<file path="config.mk">
export PLATFORM = sky130hd
export DESIGN_NAME = tft_video_timing_flat
export DESIGN_NICKNAME = d
export VERILOG_FILES = /design/src/rtl/tft_video_timing_if.sv /design/src/rtl/tft_video_timing.sv /design/src/flat_wrapper.sv
export SDC_FILE = /design/constraint.sdc
export NUM_CORES = 1
export LEC_CHECK = 0
export BUFFER_PORTS_ARGS = -buffer_cell sky130_fd_sc_hd__buf_2
export CAP_MARGIN = 15
export CORE_UTILIZATION = 57
export DETAILED_ROUTE_END_ITERATION = 8
export PLACE_DENSITY_LB_ADDON = 0.3
export SLEW_MARGIN = 20
export SYNTH_ARGS = -nofsm -noshare
export SYNTH_HDL_FRONTEND = slang
export SYNTH_SLANG_ARGS = --single-unit
</file>
<file path="constraint.sdc">
create_clock -name iPixelClk -period 2.6 [get_ports iPixelClk]
set_clock_uncertainty 0.15 [all_clocks]
set_input_delay 0 -clock iPixelClk [delete_from_list [all_inputs] [get_ports iPixelClk]]
set_output_delay 0 -clock iPixelClk [all_outputs]
set_load 0.02 [all_outputs]
</file>
<file path="src/rtl/tft_video_timing_if.sv">
// Upstream pixel stream between the line FIFO and the TFT timing generator.
//   iPixel      : RGB444 pixel {R[11:8],G[7:4],B[3:0]} offered by the FIFO
//   iPixelValid : FIFO has a pixel on iPixel
//   oPixelReady : timing generator takes the pixel this cycle (with iPixelValid)
// master = FIFO side, slave = timing generator side.
interface tft_video_timing_if;
  logic [11:0] iPixel;
  logic        iPixelValid;
  logic        oPixelReady;

  modport master (output iPixel, output iPixelValid, input oPixelReady);
  modport slave  (input iPixel, input iPixelValid, output oPixelReady);
endinterface

</file>
<file path="src/rtl/tft_video_timing.sv">
// TFT raster timing generator with RGB444 pixel pull from the upstream FIFO.
// Counts hcnt/vcnt over the full raster (active, front porch, sync, back
// porch), pulls one pixel per active clock and drives registered pixel, data
// enable, Hsync, Vsync, position, frame-start and underflow outputs, all one
// clock behind the counter state.
// Ports:
//   iPixelClk      pixel clock
//   iSysRst        asynchronous active-low reset
//   iEnable        run timing (low = idle, counters held at 0)
//   up             pixel stream from the line FIFO (slave side)
//   iUnderflowClr  clears the sticky underflow flag
//   iPatternSel    colour-bar select (only with TFT_TIMING_TEST_PATTERN_EN)
//   oPixel, oVde, oHsync, oVsync, oHpos, oVpos, oFrameStart, oUnderflow
// Optional macro: TFT_TIMING_TEST_PATTERN_EN adds the 8-bar test pattern.
module tft_video_timing #(
  parameter int          H_DISPLAY       = 480,
  parameter int          H_FRONT         = 2,
  parameter int          H_PULSE         = 41,
  parameter int          H_BACK          = 2,
  parameter int          V_DISPLAY       = 272,
  parameter int          V_FRONT         = 2,
  parameter int          V_PULSE         = 10,
  parameter int          V_BACK          = 2,
  parameter int          CNT_W           = 10,
  parameter logic        SYNC_POL        = 1'b0,
  parameter logic [11:0] UNDERFLOW_COLOR = 12'h000
) (
  input  logic             iPixelClk,
  input  logic             iSysRst,
  input  logic             iEnable,
  tft_video_timing_if.slave up,
  input  logic             iUnderflowClr,
  input  logic             iPatternSel,
  output logic [11:0]      oPixel,
  output logic             oVde,
  output logic             oHsync,
  output logic             oVsync,
  output logic [CNT_W-1:0] oHpos,
  output logic [CNT_W-1:0] oVpos,
  output logic             oFrameStart,
  output logic             oUnderflow
);

  localparam int H_TOTAL = H_DISPLAY + H_FRONT + H_PULSE + H_BACK;
  localparam int V_TOTAL = V_DISPLAY + V_FRONT + V_PULSE + V_BACK;

  localparam logic [CNT_W-1:0] CNT_ONE  = CNT_W'(1);
  localparam logic [CNT_W-1:0] H_LAST   = CNT_W'(H_TOTAL - 1);
  localparam logic [CNT_W-1:0] V_LAST   = CNT_W'(V_TOTAL - 1);
  localparam logic [CNT_W-1:0] H_ACT    = CNT_W'(H_DISPLAY);
  localparam logic [CNT_W-1:0] V_ACT    = CNT_W'(V_DISPLAY);
  localparam logic [CNT_W-1:0] HS_START = CNT_W'(H_DISPLAY + H_FRONT);
  localparam logic [CNT_W-1:0] HS_END   = CNT_W'(H_DISPLAY + H_FRONT + H_PULSE);
  localparam logic [CNT_W-1:0] VS_START = CNT_W'(V_DISPLAY + V_FRONT);
  localparam logic [CNT_W-1:0] VS_END   = CNT_W'(V_DISPLAY + V_FRONT + V_PULSE);

`ifdef TFT_TIMING_TEST_PATTERN_EN
  localparam logic [CNT_W-1:0] BAR_W = CNT_W'(H_DISPLAY / 8);

  // Bar colours left to right: white, yellow, cyan, green, magenta, red, blue, black.
  function automatic logic [11:0] bar_color(input logic [2:0] idx);
    case (idx)
      3'd0:    bar_color = 12'hFFF;
      3'd1:    bar_color = 12'hFF0;
      3'd2:    bar_color = 12'h0FF;
      3'd3:    bar_color = 12'h0F0;
      3'd4:    bar_color = 12'hF0F;
      3'd5:    bar_color = 12'hF00;
      3'd6:    bar_color = 12'h00F;
      default: bar_color = 12'h000;
    endcase
  endfunction
`endif

  logic             run_r;
  logic [CNT_W-1:0] hcnt_r;
  logic [CNT_W-1:0] vcnt_r;
  logic             active_s;
  logic             pattern_s;
  logic [11:0]      bar_s;
  logic [11:0]      pixel_next_s;
  logic             underflow_set_s;
  logic             hsync_on_s;
  logic             vsync_on_s;

  // Raster decode, FIFO handshake and next-pixel selection from registered state.
  always_comb begin
    active_s   = (hcnt_r < H_ACT) && (vcnt_r < V_ACT);
    hsync_on_s = (hcnt_r >= HS_START) && (hcnt_r < HS_END);
    vsync_on_s = (vcnt_r >= VS_START) && (vcnt_r < VS_END);
`ifdef TFT_TIMING_TEST_PATTERN_EN
    pattern_s = iPatternSel;
    bar_s     = bar_color(3'(hcnt_r / BAR_W));
`else
    // Port kept for pin compatibility; it has no effect in this build.
    pattern_s = iPatternSel & 1'b0;
    bar_s     = 12'h000;
`endif
    // Pattern mode leaves the FIFO untouched and never reports underflow.
    up.oPixelReady  = run_r && active_s && !pattern_s;
    underflow_set_s = run_r && active_s && !pattern_s && !up.iPixelValid;
    pixel_next_s    = 12'h000;
    if (run_r && active_s) begin
      if (pattern_s) begin
        pixel_next_s = bar_s;
      end else if (up.iPixelValid) begin
        pixel_next_s = up.iPixel;
      end else begin
        pixel_next_s = UNDERFLOW_COLOR;
      end
    end else begin
      pixel_next_s = 12'h000;
    end
  end

  // Run flag and raster counters; counters sit at (0,0) whenever not running.
  always_ff @(posedge iPixelClk or negedge iSysRst) begin
    if (!iSysRst) begin
      run_r  <= 1'b0;
      hcnt_r <= '0;
      vcnt_r <= '0;
    end else begin
      run_r <= iEnable;
      if (!run_r) begin
        hcnt_r <= '0;
        vcnt_r <= '0;
      end else if (hcnt_r == H_LAST) begin
        hcnt_r <= '0;
        vcnt_r <= (vcnt_r == V_LAST) ? '0 : vcnt_r + CNT_ONE;
      end else begin
        hcnt_r <= hcnt_r + CNT_ONE;
      end
    end
  end

  // Registered outputs, one clock behind the counter state; idle values when not running.
  always_ff @(posedge iPixelClk or negedge iSysRst) begin
    if (!iSysRst) begin
      oPixel      <= 12'h000;
      oVde        <= 1'b0;
      oHsync      <= ~SYNC_POL;
      oVsync      <= ~SYNC_POL;
      oHpos       <= '0;
      oVpos       <= '0;
      oFrameStart <= 1'b0;
      oUnderflow  <= 1'b0;
    end else if (!run_r) begin
      oPixel      <= 12'h000;
      oVde        <= 1'b0;
      oHsync      <= ~SYNC_POL;
      oVsync      <= ~SYNC_POL;
      oHpos       <= '0;
      oVpos       <= '0;
      oFrameStart <= 1'b0;
      oUnderflow  <= 1'b0;
    end else begin
      oPixel      <= pixel_next_s;
      oVde        <= active_s;
      oHsync      <= hsync_on_s ? SYNC_POL : ~SYNC_POL;
      oVsync      <= vsync_on_s ? SYNC_POL : ~SYNC_POL;
      oHpos       <= hcnt_r;
      oVpos       <= vcnt_r;
      oFrameStart <= (hcnt_r == '0) && (vcnt_r == '0);
      // A new miss beats a simultaneous clear so no event is lost.
      oUnderflow  <= underflow_set_s ? 1'b1 : (iUnderflowClr ? 1'b0 : oUnderflow);
    end
  end

endmodule

</file>
<file path="src/flat_wrapper.sv">
// flat-port wrapper written by rule: the top's interface ports become plain ports
module tft_video_timing_flat 
#(
  parameter int          H_DISPLAY       = 480,
  parameter int          H_FRONT         = 2,
  parameter int          H_PULSE         = 41,
  parameter int          H_BACK          = 2,
  parameter int          V_DISPLAY       = 272,
  parameter int          V_FRONT         = 2,
  parameter int          V_PULSE         = 10,
  parameter int          V_BACK          = 2,
  parameter int          CNT_W           = 10,
  parameter logic        SYNC_POL        = 1'b0,
  parameter logic [11:0] UNDERFLOW_COLOR = 12'h000
)
  (iPixelClk, iSysRst, iEnable, iUnderflowClr, iPatternSel, oPixel, oVde, oHsync, oVsync, oHpos, oVpos, oFrameStart, oUnderflow, up_iPixel, up_iPixelValid, up_oPixelReady);
  tft_video_timing_if up_i ();
  input  logic iPixelClk;
  input  logic iSysRst;
  input  logic iEnable;
  input  logic iUnderflowClr;
  input  logic iPatternSel;
  output logic [11:0] oPixel;
  output logic oVde;
  output logic oHsync;
  output logic oVsync;
  output logic [CNT_W-1:0] oHpos;
  output logic [CNT_W-1:0] oVpos;
  output logic oFrameStart;
  output logic oUnderflow;
  input wire logic [$bits(up_i.iPixel)-1:0] up_iPixel;
  input wire logic [$bits(up_i.iPixelValid)-1:0] up_iPixelValid;
  output wire logic [$bits(up_i.oPixelReady)-1:0] up_oPixelReady;
  assign up_i.iPixel = up_iPixel;
  assign up_i.iPixelValid = up_iPixelValid;
  assign up_oPixelReady = up_i.oPixelReady;
  tft_video_timing #(.H_DISPLAY(H_DISPLAY), .H_FRONT(H_FRONT), .H_PULSE(H_PULSE), .H_BACK(H_BACK), .V_DISPLAY(V_DISPLAY), .V_FRONT(V_FRONT), .V_PULSE(V_PULSE), .V_BACK(V_BACK), .CNT_W(CNT_W), .SYNC_POL(SYNC_POL), .UNDERFLOW_COLOR(UNDERFLOW_COLOR)) u_core (.iPixelClk(iPixelClk), .iSysRst(iSysRst), .iEnable(iEnable), .up(up_i), .iUnderflowClr(iUnderflowClr), .iPatternSel(iPatternSel), .oPixel(oPixel), .oVde(oVde), .oHsync(oHsync), .oVsync(oVsync), .oHpos(oHpos), .oVpos(oVpos), .oFrameStart(oFrameStart), .oUnderflow(oUnderflow));
endmodule
</file>
### After elaboration in Yosys (flattened, before gate mapping)

Index checks and enable logic that the tools add are counted.

* word-level logic and storage cells: 51
* bits of input ports: 18
* bits in registers: 58

* reduce and logical (&&, ||, !) cells: 9
* $lt $le $gt $ge: 6
* muxes and demuxes: 19
* add/sub/neg operators: 2
* eq/ne operators: 4

Operators by type and width (count)
* $mux 10: 7
* $mux 12: 3
* $lt 10x9->1 const B: 3
* $add 10x1->10 const B: 2
* $ge 10x9->1 const B: 2
* $logic_not 10->1: 2
* $eq 10x10->1 const B: 1
* $eq 10x9->1 const B: 1
* $lt 10x10->1 const B: 1
* $mux 1: 9
* $logic_and 1x1->1: 6
* $ne 3x3->1 const B: 1
* $ne 2x2->1 const B: 1
* $logic_not 1->1: 1

### Depth between registers and ports, before layout

* depth after elaboration: 6
* mapped depth: 7

### Worst setup path before layout

OpenSTA, ideal clock, no wires.

* kind: register to register
* start: reg u_core.hcnt_r[6]
* end: reg u_core.vcnt_r[8]
* path buffers: 1
* slack: 0.908 ns
* period minus slack after synthesis: 1.692 ns
* arrival: 1.418 ns
* stages on the path, launching flop included: 6
* path through: dfrtp_1 -> nor4_4 -> a31o_1 -> buf_4 -> o31ai_1 -> mux2_2

* word-level cells in the longest chain between the ends: 2

RTL lines
* from (decl): line tft_video_timing.sv:76 `logic [CNT_W-1:0] hcnt_r;`
* from (signal assigned): line tft_video_timing.sv:131 `hcnt_r <= hcnt_r + CNT_ONE;`
* $eq 10x10->1: line tft_video_timing.sv:127 `end else if (hcnt_r == H_LAST) begin`
* $ne 2x2->1 (no line)
* to (signal assigned): line tft_video_timing.sv:129 `vcnt_r <= (vcnt_r == V_LAST) ? '0 : vcnt_r + CNT_ONE;`
* to (decl): line tft_video_timing.sv:77 `logic [CNT_W-1:0] vcnt_r;`

No other way between the ends.
A chain may end at the register's enable or synchronous reset.

### Worst setup path in the final report

* start: reg u_core.vcnt_r[5]
* end: reg u_core.oUnderflow

* word-level cells in the longest chain between the ends: 6

RTL lines
* $lt 10x9->1 *: line tft_video_timing.sv:88 `active_s = (hcnt_r < H_ACT) && (vcnt_r < V_ACT);`
* $logic_and 1x1->1 *: line tft_video_timing.sv:88
* $logic_and 1x1->1 * (2 in series): line tft_video_timing.sv:101 `underflow_set_s = run_r && active_s && !pattern_s && !up.iPixelValid;`
* $mux 1: line tft_video_timing.sv:165 `oUnderflow <= underflow_set_s ? 1'b1 : (iUnderflowClr ? 1'b0 : oUnderflow);`
* $mux 1: line tft_video_timing.sv:147 `end else if (!run_r) begin`
* to (signal assigned): line tft_video_timing.sv:165
* to (decl): line tft_video_timing.sv:41 `output logic oUnderflow`

Every way passes the cells marked *; elsewhere a longest branch is shown, timed or not.

==> out/metrics.json <==
{
  "outcome": {"value": "completed"},
  "groute.layer.met2.usage": {"value": 0.382},
  "setup_fix_buffers_added_after_clock_tree_synthesis": {"value": 0},
  "setup_tns": {"value": 0, "unit": "ps"},
  "placed_insts": {"value": 311},
  "slew_viol_final": {"value": 0},
  "track_usage": {"value": 0.249},
  "wirelength": {"value": 4.97, "unit": "mm"},
  "syn_inst": {"value": 215},
  "cts_tree": {"value": "yes"},
  "cp_data_required_time": {"value": 2710, "unit": "ps"},
  "layout.cells.non_filler": {"value": 342},
  "delay_contributed_by_the_slowest_stage_of_the_critical_path": {"value": 570, "unit": "ps"},
  "critical_path_class": {"value": "flop to flop"},
  "design.portCount": {"value": 56},
  "min_period": {"value": 2060, "unit": "ps"},
  "chipWidth": {"value": 67.7, "unit": "um"},
  "crit_slowest_cell": {"value": "sky130_fd_sc_hd__dlygate4sd3_1"},
  "hold_buffers": {"value": 16},
  "critical-path-top-delay-family": {"value": "compound AO/OA/AOI/OAI gates"},
  "critical_path_cell_list": {"value": "o41ai_1 > nand3_1 > o21ai_0 > dlygate4sd3_1"},
  "post_synthesis_cell_area": {"value": 2460, "unit": "um^2"},
  "fin_nets": {"value": 312},
  "layout.cells.most_common": {"value": "sky130_fd_sc_hd__dfrtp_1"},
  "groute.layer.met1.usage": {"value": 0.320},
  "clk_pin_slew": {"value": 60, "unit": "ps"},
  "critPathArrivalTime": {"value": 2180, "unit": "ps"},
  "globalplace.congestion": {"value": 0.877},
  "synth-main-ff-cell": {"value": "sky130_fd_sc_hd__dfrtp_1"},
  "dp_hpwl": {"value": 3.14, "unit": "mm"},
  "yosys.cell_types.count": {"value": 47},
  "asr_flop_ratio_synth": {"value": 1.00},
  "post_cts_resize_count": {"value": 0},
  "layout_common_cells": {"value": "sky130_fd_sc_hd__dfrtp_1 (56), sky130_fd_sc_hd__buf_2 (54), sky130_fd_sc_hd__and2_1 (24)"},
  "clock_insertion_delay_worst_skew": {"value": 330, "unit": "ps"},
  "floorplan.core_area": {"value": 4060, "unit": "um^2"},
  "crit_buf_inv": {"value": 1},
  "finalSetupViolCount": {"value": 0},
  "remaining_routing_drc_violations": {"value": 0},
  "final_min_period_over_clock_period": {"value": 0.794},
  "clock_sinks": {"value": 58},
  "max_slew_margin": {"value": 0.613},
  "worstSetupEndpointType": {"value": "flop"},
  "max_cap_viol_count": {"value": 0},
  "detailedRoute.firstPassIterationCount": {"value": 4},
  "final_hold_viol_count": {"value": 0},
  "die_h": {"value": 67.7, "unit": "um"},
  "worstReg2RegStart": {"value": "u_core.vcnt_r[5]"},
  "powerDensity": {"value": 607, "unit": "nW/um^2"},
  "static-leakage-power": {"value": 1.57, "unit": "nW"},
  "synth_warnings": {"value": 0},
  "max_clock_freq": {"value": 0.484, "unit": "GHz"},
  "worstSetupStartpoint": {"value": "u_core.vcnt_r[5]"},
  "grt_first_pass_wirelength": {"value": 8.16, "unit": "mm"},
  "seq_area_frac_synth": {"value": 0.591},
  "via_count_of_the_first_global_routing_pass": {"value": 1784},
  "synthesis.area_per_instance": {"value": 11.4, "unit": "um^2"},
  "gr-total-overflow": {"value": 0},
  "fin_hold_ws": {"value": 24.5, "unit": "ps"},
  "tritoncts_buffer_count": {"value": 9},
  "drive_gt1_frac": {"value": 0.284},
  "die_area": {"value": 4580, "unit": "um^2"},
  "cts_htree_levels": {"value": 3},
  "initial_utilization": {"value": 0.606},
  "clock_tree.buffer_depth": {"value": 2},
  "placementRows": {"value": 23},
  "hp-class": {"value": "input pin to asynchronous set/reset pin"},
  "synth_fp_nets": {"value": 239},
  "synth-seq-cells": {"value": 58},
  "grt_antenna_before_repair": {"value": 0},
  "launching_element_type_of_the_critical_path": {"value": "flop"},
  "maximum_vdd_drop": {"value": 534, "unit": "uV"},
  "detail-route-antenna-nets": {"value": 0},
  "synth_enable_flop_cells": {"value": 0},
  "antenna_cells": {"value": 0},
  "setup_repair_after_global_routing_missed_its_margin": {"value": "false"},
  "top_usage_layer": {"value": "met2"},
  "via_per_inst": {"value": 5.26},
  "port_buffers": {"value": 54},
  "path_max_fanout": {"value": 9},
  "clock-root-buffer": {"value": "sky130_fd_sc_hd__clkbuf_8"},
  "num_vias": {"value": 1800},
  "grt_max_degree": {"value": 37},
  "dr.first_iter.drc_count": {"value": 122},
  "relative_area_change_from_synthesis_to_final_layout": {"value": 27.0, "unit": "%"},
  "worst-slew-pin-transition": {"value": 578, "unit": "ps"},
  "use_met3": {"value": 0.0946},
  "utilization": {"value": 0.770},
  "routed_wire_length_per_instance": {"value": 14.5, "unit": "um"}
}
==> worst paths after layout <==
check                      cells past startpoint  slack [ps]                end
setup / recovery                               4         540  u_core.oUnderflow
hold / removal                                 2          20    u_core.oHpos[7]
setup reg to reg                               4         540  u_core.oUnderflow
hold reg to reg                                1         360   u_core.hcnt_r[0]
max in group asynchronous                      3        1440      u_core.oVsync
min in group iPixelClk                         2         200       u_core.run_r
==> logic make-up after synthesis <==
kind of cell / Yosys count / share of synthesized area
flip-flops: 58 / 0.591
AO/OA/AOI/OAI: 25 / 0.0784
AND/OR/NAND/NOR: 92 / 0.222
multiplexers: 2 / 0.00865
buffers and inverters: 25 / 0.0438
XOR/XNOR: 7 / 0.0249
adder cells (fa/ha/maj): 6 / 0.0305
==> synth_stat cells (2+ instances only) <==
cell                       number  area share
sky130_fd_sc_hd__a41o_1         2      0.0081
sky130_fd_sc_hd__nor4_1         5       0.013
sky130_fd_sc_hd__xor2_1         2      0.0071
sky130_fd_sc_hd__o22a_1         2      0.0071
sky130_fd_sc_hd__nand4_1        4       0.010
sky130_fd_sc_hd__buf_2          8       0.016
sky130_fd_sc_hd__o21ai_1        2      0.0041
sky130_fd_sc_hd__o211ai_1       2      0.0061
sky130_fd_sc_hd__xnor2_1        5       0.018
sky130_fd_sc_hd__ha_1           6       0.031
sky130_fd_sc_hd__nor2b_1        2      0.0051
sky130_fd_sc_hd__dfrtp_1       56        0.57
sky130_fd_sc_hd__dfstp_2        2       0.021
sky130_fd_sc_hd__and2_1        24       0.061
sky130_fd_sc_hd__nand2_1        6      0.0092
sky130_fd_sc_hd__clkbuf_1       2      0.0031
sky130_fd_sc_hd__o31ai_2        3       0.015
sky130_fd_sc_hd__o21ai_0        5       0.010
sky130_fd_sc_hd__nand3_1       10       0.020
sky130_fd_sc_hd__nor2_1        22       0.034
sky130_fd_sc_hd__o22ai_1        2      0.0051
sky130_fd_sc_hd__nor3b_1        2      0.0061
sky130_fd_sc_hd__nor3_2         2      0.0081
sky130_fd_sc_hd__inv_1         14       0.021
sky130_fd_sc_hd__nor3_1         3      0.0061
==> state kept, by name, summed over array words and instances (netlist names), 10 cells and up <==
name and flops:
u_core.hcnt_r 10, u_core.oHpos 10, u_core.oPixel 12, u_core.oVpos 10
u_core.vcnt_r 10
==> report_power, final <==
part	internal, mW	switching, mW	leakage, nW
combinational	0.0536	0.0762	0.674
clock	0.514	0.319	0.106
sequential	0.920	0.0120	0.787
total	1.49	0.407	1.57
==> per-layer routing <==
metal	share of wire	routed length [um]
met1	0.46	2290
met4	0.013	67
met5	0	0
met3	0.070	348
met2	0.46	2260
==> cell type report <==
| class | instances | area, um^2 |
|---|---|---|
| Clock buffer | 13 | 169 |
| Fill cell | 247 | 935 |
| Multi-Input combinational cell | 132 | 897 |
| Tap cell | 50 | 62.6 |
| Clock inverter | 2 | 35.0 |
| Sequential cell | 58 | 1450 |
| Inverter | 14 | 52.6 |
| Timing Repair Buffer | 73 | 453 |
==> stage by stage <==
stage	setup slack (ps)	cell area [um^2]	power, mW
2_1_floorplan	908	2460	1.01
3_5_place_dp	628	2760	1.06
3_3_place_gp	644	2760	1.06
4_1_cts	539	3120	1.91
6_report	536	3120	1.90
5_1_grt	378	3120	1.97
(Power assumes the default switching activity.)
